### src/rtl/hud_text_ctrl_pkg.sv
// ---------------------------------------------------------------------------
// hud_pkg : shared definitions for the HUD text controller.
//   - glyph codes used when composing the HUD line
//   - HUD_MAX_HEARTS : heart cells available on the line
//   - hud_state_e    : controller states
//   - glyph_t        : one line-buffer element (7-bit font code)
//   - line_t         : the full 16-character committed line
// ---------------------------------------------------------------------------
package hud_pkg;

  typedef logic [6:0] glyph_t;

  localparam glyph_t GLYPH_SPACE  = 7'h00;
  localparam glyph_t GLYPH_HEART  = 7'h03;
  localparam glyph_t GLYPH_S      = 7'h53;
  localparam glyph_t GLYPH_C      = 7'h43;
  localparam glyph_t GLYPH_COLON  = 7'h3A;
  localparam glyph_t GLYPH_DIGIT0 = 7'h30;

  localparam int HUD_MAX_HEARTS = 8;
  localparam int HUD_CHARS      = 16;

  typedef logic [HUD_CHARS-1:0][6:0] line_t;

  typedef enum logic [1:0] {
    ST_IDLE    = 2'd0,
    ST_CONVERT = 2'd1,
    ST_COMMIT  = 2'd2
  } hud_state_e;

endpackage

### src/rtl/hud_text_ctrl_if.sv
// ---------------------------------------------------------------------------
// hud_text_ctrl_if : game-state / pixel-pipeline side bus of the HUD text
// controller.
//   master : game logic + pixel pipeline (drives frame_start, health, score,
//            DrawX, DrawY; receives busy, is_drawn, addr, offset)
//   slave  : hud_text_ctrl
// ---------------------------------------------------------------------------
interface hud_text_ctrl_if;
  logic        frame_start;
  logic [3:0]  health;
  logic [15:0] score;
  logic [9:0]  DrawX;
  logic [9:0]  DrawY;
  logic        busy;
  logic        is_drawn;
  logic [10:0] addr;
  logic [2:0]  offset;

  modport master (
    output frame_start, health, score, DrawX, DrawY,
    input  busy, is_drawn, addr, offset
  );

  modport slave (
    input  frame_start, health, score, DrawX, DrawY,
    output busy, is_drawn, addr, offset
  );
endinterface

### src/rtl/hud_text_ctrl_bcd_converter.sv
// ---------------------------------------------------------------------------
// bcd_converter : sequential double-dabble, 16-bit binary to 5 BCD digits,
// one iteration per clock.
// Ports:
//   Clk, Reset_n : clock, synchronous active-low reset
//   start        : load bin and begin 16 iterations
//   bin[15:0]    : value to convert (sampled with start)
//   last         : high during the 16th (final) iteration cycle
//   done         : single-cycle pulse, the cycle after last; digits valid
//   digits[19:0] : BCD result, most significant digit in [19:16]
// ---------------------------------------------------------------------------
module bcd_converter
  import hud_pkg::*;
(
  input  logic        Clk,
  input  logic        Reset_n,
  input  logic        start,
  input  logic [15:0] bin,
  output logic        last,
  output logic        done,
  output logic [19:0] digits
);

  // [35:16] BCD nibbles, [15:0] binary bits still to be shifted in
  logic [35:0] dd_p0;
  logic [4:0]  cnt;
  logic        run;

  function automatic logic [35:0] dd_step(input logic [35:0] v);
    logic [35:0] a;
    a = v;
    for (int i = 0; i < 5; i++) begin
      if (a[16+4*i +: 4] >= 4'd5)
        a[16+4*i +: 4] = a[16+4*i +: 4] + 4'd3;
    end
    return {a[34:0], 1'b0};
  endfunction

  assign last   = run && (cnt == 5'd15);
  assign digits = dd_p0[35:16];

  always_ff @(posedge Clk) begin
    if (!Reset_n) begin
      dd_p0 <= '0;
      cnt   <= '0;
      run   <= 1'b0;
      done  <= 1'b0;
    end else begin
      done <= last;
      if (start) begin
        dd_p0 <= {20'd0, bin};
        cnt   <= '0;
        run   <= 1'b1;
      end else if (run) begin
        dd_p0 <= dd_step(dd_p0);
        cnt   <= cnt + 5'd1;
        if (cnt == 5'd15)
          run <= 1'b0;
      end
    end
  end

endmodule

### src/rtl/hud_text_ctrl.sv
// ---------------------------------------------------------------------------
// hud_text_ctrl : HUD text controller.
// Once per frame it snapshots health/score, converts the score to decimal
// (bcd_converter, 16 cycles) and commits a 16-character line in one cycle.
// Every cycle it maps DrawX/DrawY to a font-ROM row address for the HUD
// strip, always reading the committed line so no half-built text shows.
// Ports:
//   Clk, Reset_n : clock, synchronous active-low reset
//   bus (slave)  : frame_start, health, score, DrawX, DrawY in;
//                  busy, is_drawn, addr, offset out (lookup outputs have
//                  1-cycle latency from DrawX/DrawY)
// Parameters: ROW_Y0 (first HUD scanline), NUM_CHARS (chars per line).
// Build option: define HUD_LEADING_BLANK_EN to blank leading zero digits
// of the score (the last digit is always shown).
// ---------------------------------------------------------------------------
module hud_text_ctrl
  import hud_pkg::*;
#(
  parameter int ROW_Y0    = 8,
  parameter int NUM_CHARS = 16
) (
  input  logic            Clk,
  input  logic            Reset_n,
  hud_text_ctrl_if.slave  bus
);

  localparam logic [1:0] IDLE    = ST_IDLE;
  localparam logic [1:0] CONVERT = ST_CONVERT;
  localparam logic [1:0] COMMIT  = ST_COMMIT;

  localparam logic [10:0] Y_LO = 11'(ROW_Y0);
  localparam logic [10:0] Y_HI = 11'(ROW_Y0 + 16);
  localparam logic [10:0] X_HI = 11'(8 * NUM_CHARS);

  logic [1:0]  state;
  logic [3:0]  hp_snap;
  line_t       line_buf;

  logic        conv_start;
  logic        conv_last;
  logic        conv_done;
  logic [19:0] conv_digits;

  // Compose the full line from the health snapshot and BCD score.
  function automatic line_t build_line(input logic [3:0] hp, input logic [19:0] bcd);
    line_t      l;
    logic [3:0] hearts;
    logic [3:0] nib;
`ifdef HUD_LEADING_BLANK_EN
    logic       lead;
    lead = 1'b1;
`endif
    hearts = (hp > 4'(HUD_MAX_HEARTS)) ? 4'(HUD_MAX_HEARTS) : hp;
    for (int i = 0; i < HUD_MAX_HEARTS; i++)
      l[i] = (4'(i) < hearts) ? GLYPH_HEART : GLYPH_SPACE;
    l[8]  = GLYPH_S;
    l[9]  = GLYPH_C;
    l[10] = GLYPH_COLON;
    for (int d = 0; d < 5; d++) begin
      nib     = bcd[19-4*d -: 4];
      l[11+d] = GLYPH_DIGIT0 + {3'b000, nib};
`ifdef HUD_LEADING_BLANK_EN
      // only the first four digits may blank, so zero still reads "0"
      if (d < 4) begin
        lead = lead && (nib == 4'd0);
        if (lead)
          l[11+d] = GLYPH_SPACE;
      end
`endif
    end
    return l;
  endfunction

  // frame_start is honoured only in IDLE; the converter's binary half is
  // the score snapshot.
  assign conv_start = (state == IDLE) && bus.frame_start;
  assign bus.busy   = (state != IDLE);

  bcd_converter u_bcd (
    .Clk     (Clk),
    .Reset_n (Reset_n),
    .start   (conv_start),
    .bin     (bus.score),
    .last    (conv_last),
    .done    (conv_done),
    .digits  (conv_digits)
  );

  always_ff @(posedge Clk) begin
    if (!Reset_n) begin
      state    <= IDLE;
      hp_snap  <= '0;
      line_buf <= '0;
    end else begin
      case (state)
        IDLE: begin
          if (bus.frame_start) begin
            hp_snap <= bus.health;
            state   <= CONVERT;
          end
        end
        CONVERT: begin
          if (conv_last)
            state <= COMMIT;
        end
        COMMIT: begin
          if (conv_done)
            line_buf <= build_line(hp_snap, conv_digits);
          state <= IDLE;
        end
        default: state <= IDLE;
      endcase
    end
  end

  // ---- lookup stage p0: region decode and glyph fetch ----
  logic       in_region_p0;
  logic [3:0] char_idx_p0;
  logic [3:0] row_p0;
  glyph_t     code_p0;

  assign in_region_p0 = ({1'b0, bus.DrawY} >= Y_LO) && ({1'b0, bus.DrawY} < Y_HI) &&
                        ({1'b0, bus.DrawX} < X_HI);
  assign char_idx_p0  = bus.DrawX[6:3];
  assign row_p0       = 4'(bus.DrawY - 10'(ROW_Y0));
  assign code_p0      = line_buf[char_idx_p0];

  // ---- lookup stage p1: registered font-ROM request ----
  logic        is_drawn_p1;
  logic [10:0] addr_p1;
  logic [2:0]  offset_p1;

  always_ff @(posedge Clk) begin
    if (!Reset_n) begin
      is_drawn_p1 <= 1'b0;
      addr_p1     <= '0;
      offset_p1   <= '0;
    end else if (in_region_p0) begin
      is_drawn_p1 <= 1'b1;
      addr_p1     <= {code_p0, 4'b0000} + {7'b0, row_p0};
      offset_p1   <= 3'd7 - bus.DrawX[2:0];
    end else begin
      is_drawn_p1 <= 1'b0;
      addr_p1     <= '0;
      offset_p1   <= '0;
    end
  end

  assign bus.is_drawn = is_drawn_p1;
  assign bus.addr     = addr_p1;
  assign bus.offset   = offset_p1;

endmodule

### src/flat_wrapper.sv
// flat-port wrapper written by rule: the top's interface ports become plain ports
module hud_text_ctrl_flat import hud_pkg::*;
#(
  parameter int ROW_Y0    = 8,
  parameter int NUM_CHARS = 16
)
  (Clk, Reset_n, bus_frame_start, bus_health, bus_score, bus_DrawX, bus_DrawY, bus_busy, bus_is_drawn, bus_addr, bus_offset);
  hud_text_ctrl_if bus_i ();
  input  logic Clk;
  input  logic Reset_n;
  input wire logic [$bits(bus_i.frame_start)-1:0] bus_frame_start;
  input wire logic [$bits(bus_i.health)-1:0] bus_health;
  input wire logic [$bits(bus_i.score)-1:0] bus_score;
  input wire logic [$bits(bus_i.DrawX)-1:0] bus_DrawX;
  input wire logic [$bits(bus_i.DrawY)-1:0] bus_DrawY;
  output wire logic [$bits(bus_i.busy)-1:0] bus_busy;
  output wire logic [$bits(bus_i.is_drawn)-1:0] bus_is_drawn;
  output wire logic [$bits(bus_i.addr)-1:0] bus_addr;
  output wire logic [$bits(bus_i.offset)-1:0] bus_offset;
  assign bus_i.frame_start = bus_frame_start;
  assign bus_i.health = bus_health;
  assign bus_i.score = bus_score;
  assign bus_i.DrawX = bus_DrawX;
  assign bus_i.DrawY = bus_DrawY;
  assign bus_busy = bus_i.busy;
  assign bus_is_drawn = bus_i.is_drawn;
  assign bus_addr = bus_i.addr;
  assign bus_offset = bus_i.offset;
  hud_text_ctrl #(.ROW_Y0(ROW_Y0), .NUM_CHARS(NUM_CHARS)) u_core (.Clk(Clk), .Reset_n(Reset_n), .bus(bus_i));
endmodule
### config.mk
export PLATFORM = sky130hd
export DESIGN_NAME = hud_text_ctrl_flat
export DESIGN_NICKNAME = d
export VERILOG_FILES = /design/src/rtl/hud_text_ctrl_pkg.sv /design/src/rtl/hud_text_ctrl_if.sv /design/src/rtl/hud_text_ctrl_bcd_converter.sv /design/src/rtl/hud_text_ctrl.sv /design/src/flat_wrapper.sv
export SDC_FILE = /design/constraint.sdc
export NUM_CORES = 1
export LEC_CHECK = 0
export CORE_AREA = 2 2 135 84
export CTS_CLUSTER_DIAMETER = 50
export DETAILED_ROUTE_END_ITERATION = 10
export DIE_AREA = 0 0 137 86
export PLACE_DENSITY = 0.64
export RECOVER_POWER = 100
export SETUP_SLACK_MARGIN = 0.15
export SYNTH_ARGS = -nofsm -noshare
export SYNTH_HDL_FRONTEND = slang
export SYNTH_SLANG_ARGS = --single-unit
### constraint.sdc
create_clock -name Clk -period 3.1 [get_ports Clk]
set_input_delay 0.62 -clock Clk [delete_from_list [all_inputs] [get_ports Clk]]
set_output_delay 0.62 -clock Clk [all_outputs]
set_load 0.01 [all_outputs]
==> run summary <==
post-layout util: 0.492
DR DRC count: 0
global-route wire length before repair: 14600 um
post-CTS setup buffers: 0
root buf cell: clkbuf_16
clock tree buffer depth: 2
RSZ-0062 raised after global routing: false
area grow syn2layout: 24.2%
critical path capture point type: flip-flop
hold slack final: 0.469 ns
Post-synth EDFFs: 0
CP max-delay cell: clkbuf_1
fin crit share: 0.745
Distinct cells, synth: 41
grt ovf: 0
Initial DRC Count: 206
sequential fraction of the synthesis area: 0.450
I/O pin total: 59
largest net degree at the start of global routing: 54
Routed met3 length: 600 um
power per cell area: 508 nW/um^2
DR WL/cell: 13.5 um
dpl cell area: 4830 sq um
Tmin final: 2.31 ns
Worst-path clk slew: 0.06 ns
Routed WL: 8930 um
nets: 571
Leak: 1.98 nW
Startpoint Class: input pin
area of the multi-input gates: 2110 sq um
hold_buf cts: 0
vias in the first global route: 3083
fmax: 433 MHz
Top Metal Used: met4
Die ar.: 11800 sq um
Die Wd: 137 um
Final TNS setup: 0 ns
Port-buffer cells: 58
Worst IR Drop VDD: 0.320 mV
ys flop type: dfxtp_1
Async SR Flop Fraction: 0
status: finished clean
number of CTS-inserted buffers: 9
Avg Cell Area, Syn: 8.83 sq um
Antenna Nets Post-Route: 0
routed length on met2: 3610 um
Synth Net Count: 524
Fill cells: 1001
Core Area: 10500 sq um
pre-CTS setup slack: 0.583 ns
Worst-Margin Slew: 1.40 ns
register area: 1860 sq um
clock latency on the worst-skew pair: 0.34 ns
initial antenna violation count: 2
R2R depth: 4
synth warn: 0
routability cong.: 0.789
synthesized flop and latch total: 93
post-cts sizing count: 0
Finished Layout Cells: 662
Crit Path Max Fanout: 25
final setup fails: 0
Mapped Area: 4140 sq um
critical path data arrival time: 2.49 ns
WP data required: 3.28 ns
CP dominant cell by count: nand2_1
relative slew slack: 0.0698
initial core utilization: 0.396
cell area after layout: 5140 sq um
CTS tree: yes
CTS H-tree lvls: 3
Layout Skew: 0.00490 ns
max_cap viols: 0
Fin. Hold Viols: 0
Final Total Pwr: 2.61 mW
TritonRoute pass-1 iters: 4
fraction of final layout cells sized beyond drive strength 1: 0.0518
hold-critical path depth: 2
CTS sink count: 93
Crit Path Category: input pin to flip-flop
Final Max Tran Viols: 0
PnR worst setup slack: 0.791 ns
Max stage delay on crit path: 0.86 ns
Min-Delay Path Class: flip-flop to flip-flop
CP cell instances: dlygate4sd3_1 -> nand2_1 -> nand2_1 -> clkbuf_1 -> o22ai_1
placed instance count: 644
Synth Instances: 469
Final HPWL DP: 6170 um
via count: 3353
Total GRT Usage: 0.157
# rows: 29
vias per cell: 5.06
M1 WL: 4640 um
die span in y: 86 um
==> layout by cell type (no fill, tap or decap), drive strengths merged, types with 16 or more instances in the layout <==
cell type      count
dfxtp             93
o21ai             18
mux2i             21
o211a             17
nand2             83
clkdlybuf4s50     38
dlygate4sd3       20
clkbuf            16
nor2              30
a21oi             22
a21boi            25
==> path summary, 6_finish.rpt <==
kind                  startpoint  slack, ns                      to
max              bus_frame_start       0.79  u_core.u_bcd.dd_p0[33]
min          u_core.line_buf[80]       0.47     u_core.line_buf[80]
max reg2reg      u_core.state[1]       0.92      u_core.line_buf[0]
min reg2reg  u_core.line_buf[80]       0.47     u_core.line_buf[80]
==> metal layers <==
metal / up-vias / global-route usage
met4: 0 / 0.0394
met3: 10 / 0.0585
li1: 1733 / -
met2: 79 / 0.232
met1: 1531 / 0.217
met5: - / 0
==> where the power goes <==
part | total [mW] | internal [mW] | switching [mW]
sequential | 1.26 | 1.22 | 0.0336
combinational | 0.221 | 0.121 | 0.0994
clock | 1.13 | 0.690 | 0.445
==> worst max-delay path: cells and delay by family <==
kind / cells / cell delay (ns)
simple gates: 2 / 0.22
compound gates: 1 / 0.20
buf+inv: 2 / 1.43
==> cell families (layout without fill, tap and decap cells) <==
logic type               after synthesis  in the layout  share of synthesized area
XOR/XNOR                               5              5                     0.0106
other                                  0              2                          0
multiplexers                          25             25                     0.0725
AO/OA/AOI/OAI                        112            112                      0.187
flip-flops                            93             93                      0.450
buffers and inverters                 44             96                     0.0414
AND/OR/NAND/NOR                      178            178                      0.202
adder cells (fa/ha/maj)               12             12                     0.0363
==> state kept, by name (all words and copies together), names as in the netlist <==
| signal | flops |
|---|---|
| u_core.bus.addr | 11 |
| u_core.bus.is_drawn | 1 |
| u_core.bus.offset | 3 |
| u_core.hp_snap | 4 |
| u_core.line_buf | 29 |
| u_core.state | 2 |
| u_core.u_bcd.cnt | 5 |
| u_core.u_bcd.dd_p0 | 36 |
| u_core.u_bcd.done | 1 |
| u_core.u_bcd.run | 1 |
==> cell usage after synthesis (7+ instances only) <==
cell,number,share of area
a31oi_1,7,0.011
inv_1,15,0.014
nor2_1,30,0.027
a21boi_0,25,0.045
o21ai_0,18,0.022
nand3_1,14,0.017
dfxtp_1,93,0.45
nand2b_1,11,0.017
nor2b_1,8,0.012
a211oi_1,9,0.016
a21oi_1,22,0.027
nand2_1,83,0.075
clkbuf_1,23,0.021
mux2i_1,21,0.051
o211a_1,17,0.041
nor3b_1,9,0.016
ha_1,12,0.036
==> area by class of cell <==
type                       count  share of cell area
multi-input combinational    332               0.410
tap                          139              0.0338
clock inverter                 3             0.00827
clock buffer                  13              0.0526
sequential                    93               0.362
antenna                        2            0.000973
timing repair buffer          65               0.121
inverter                      15              0.0109
Power figures use the tool's default switching activity.
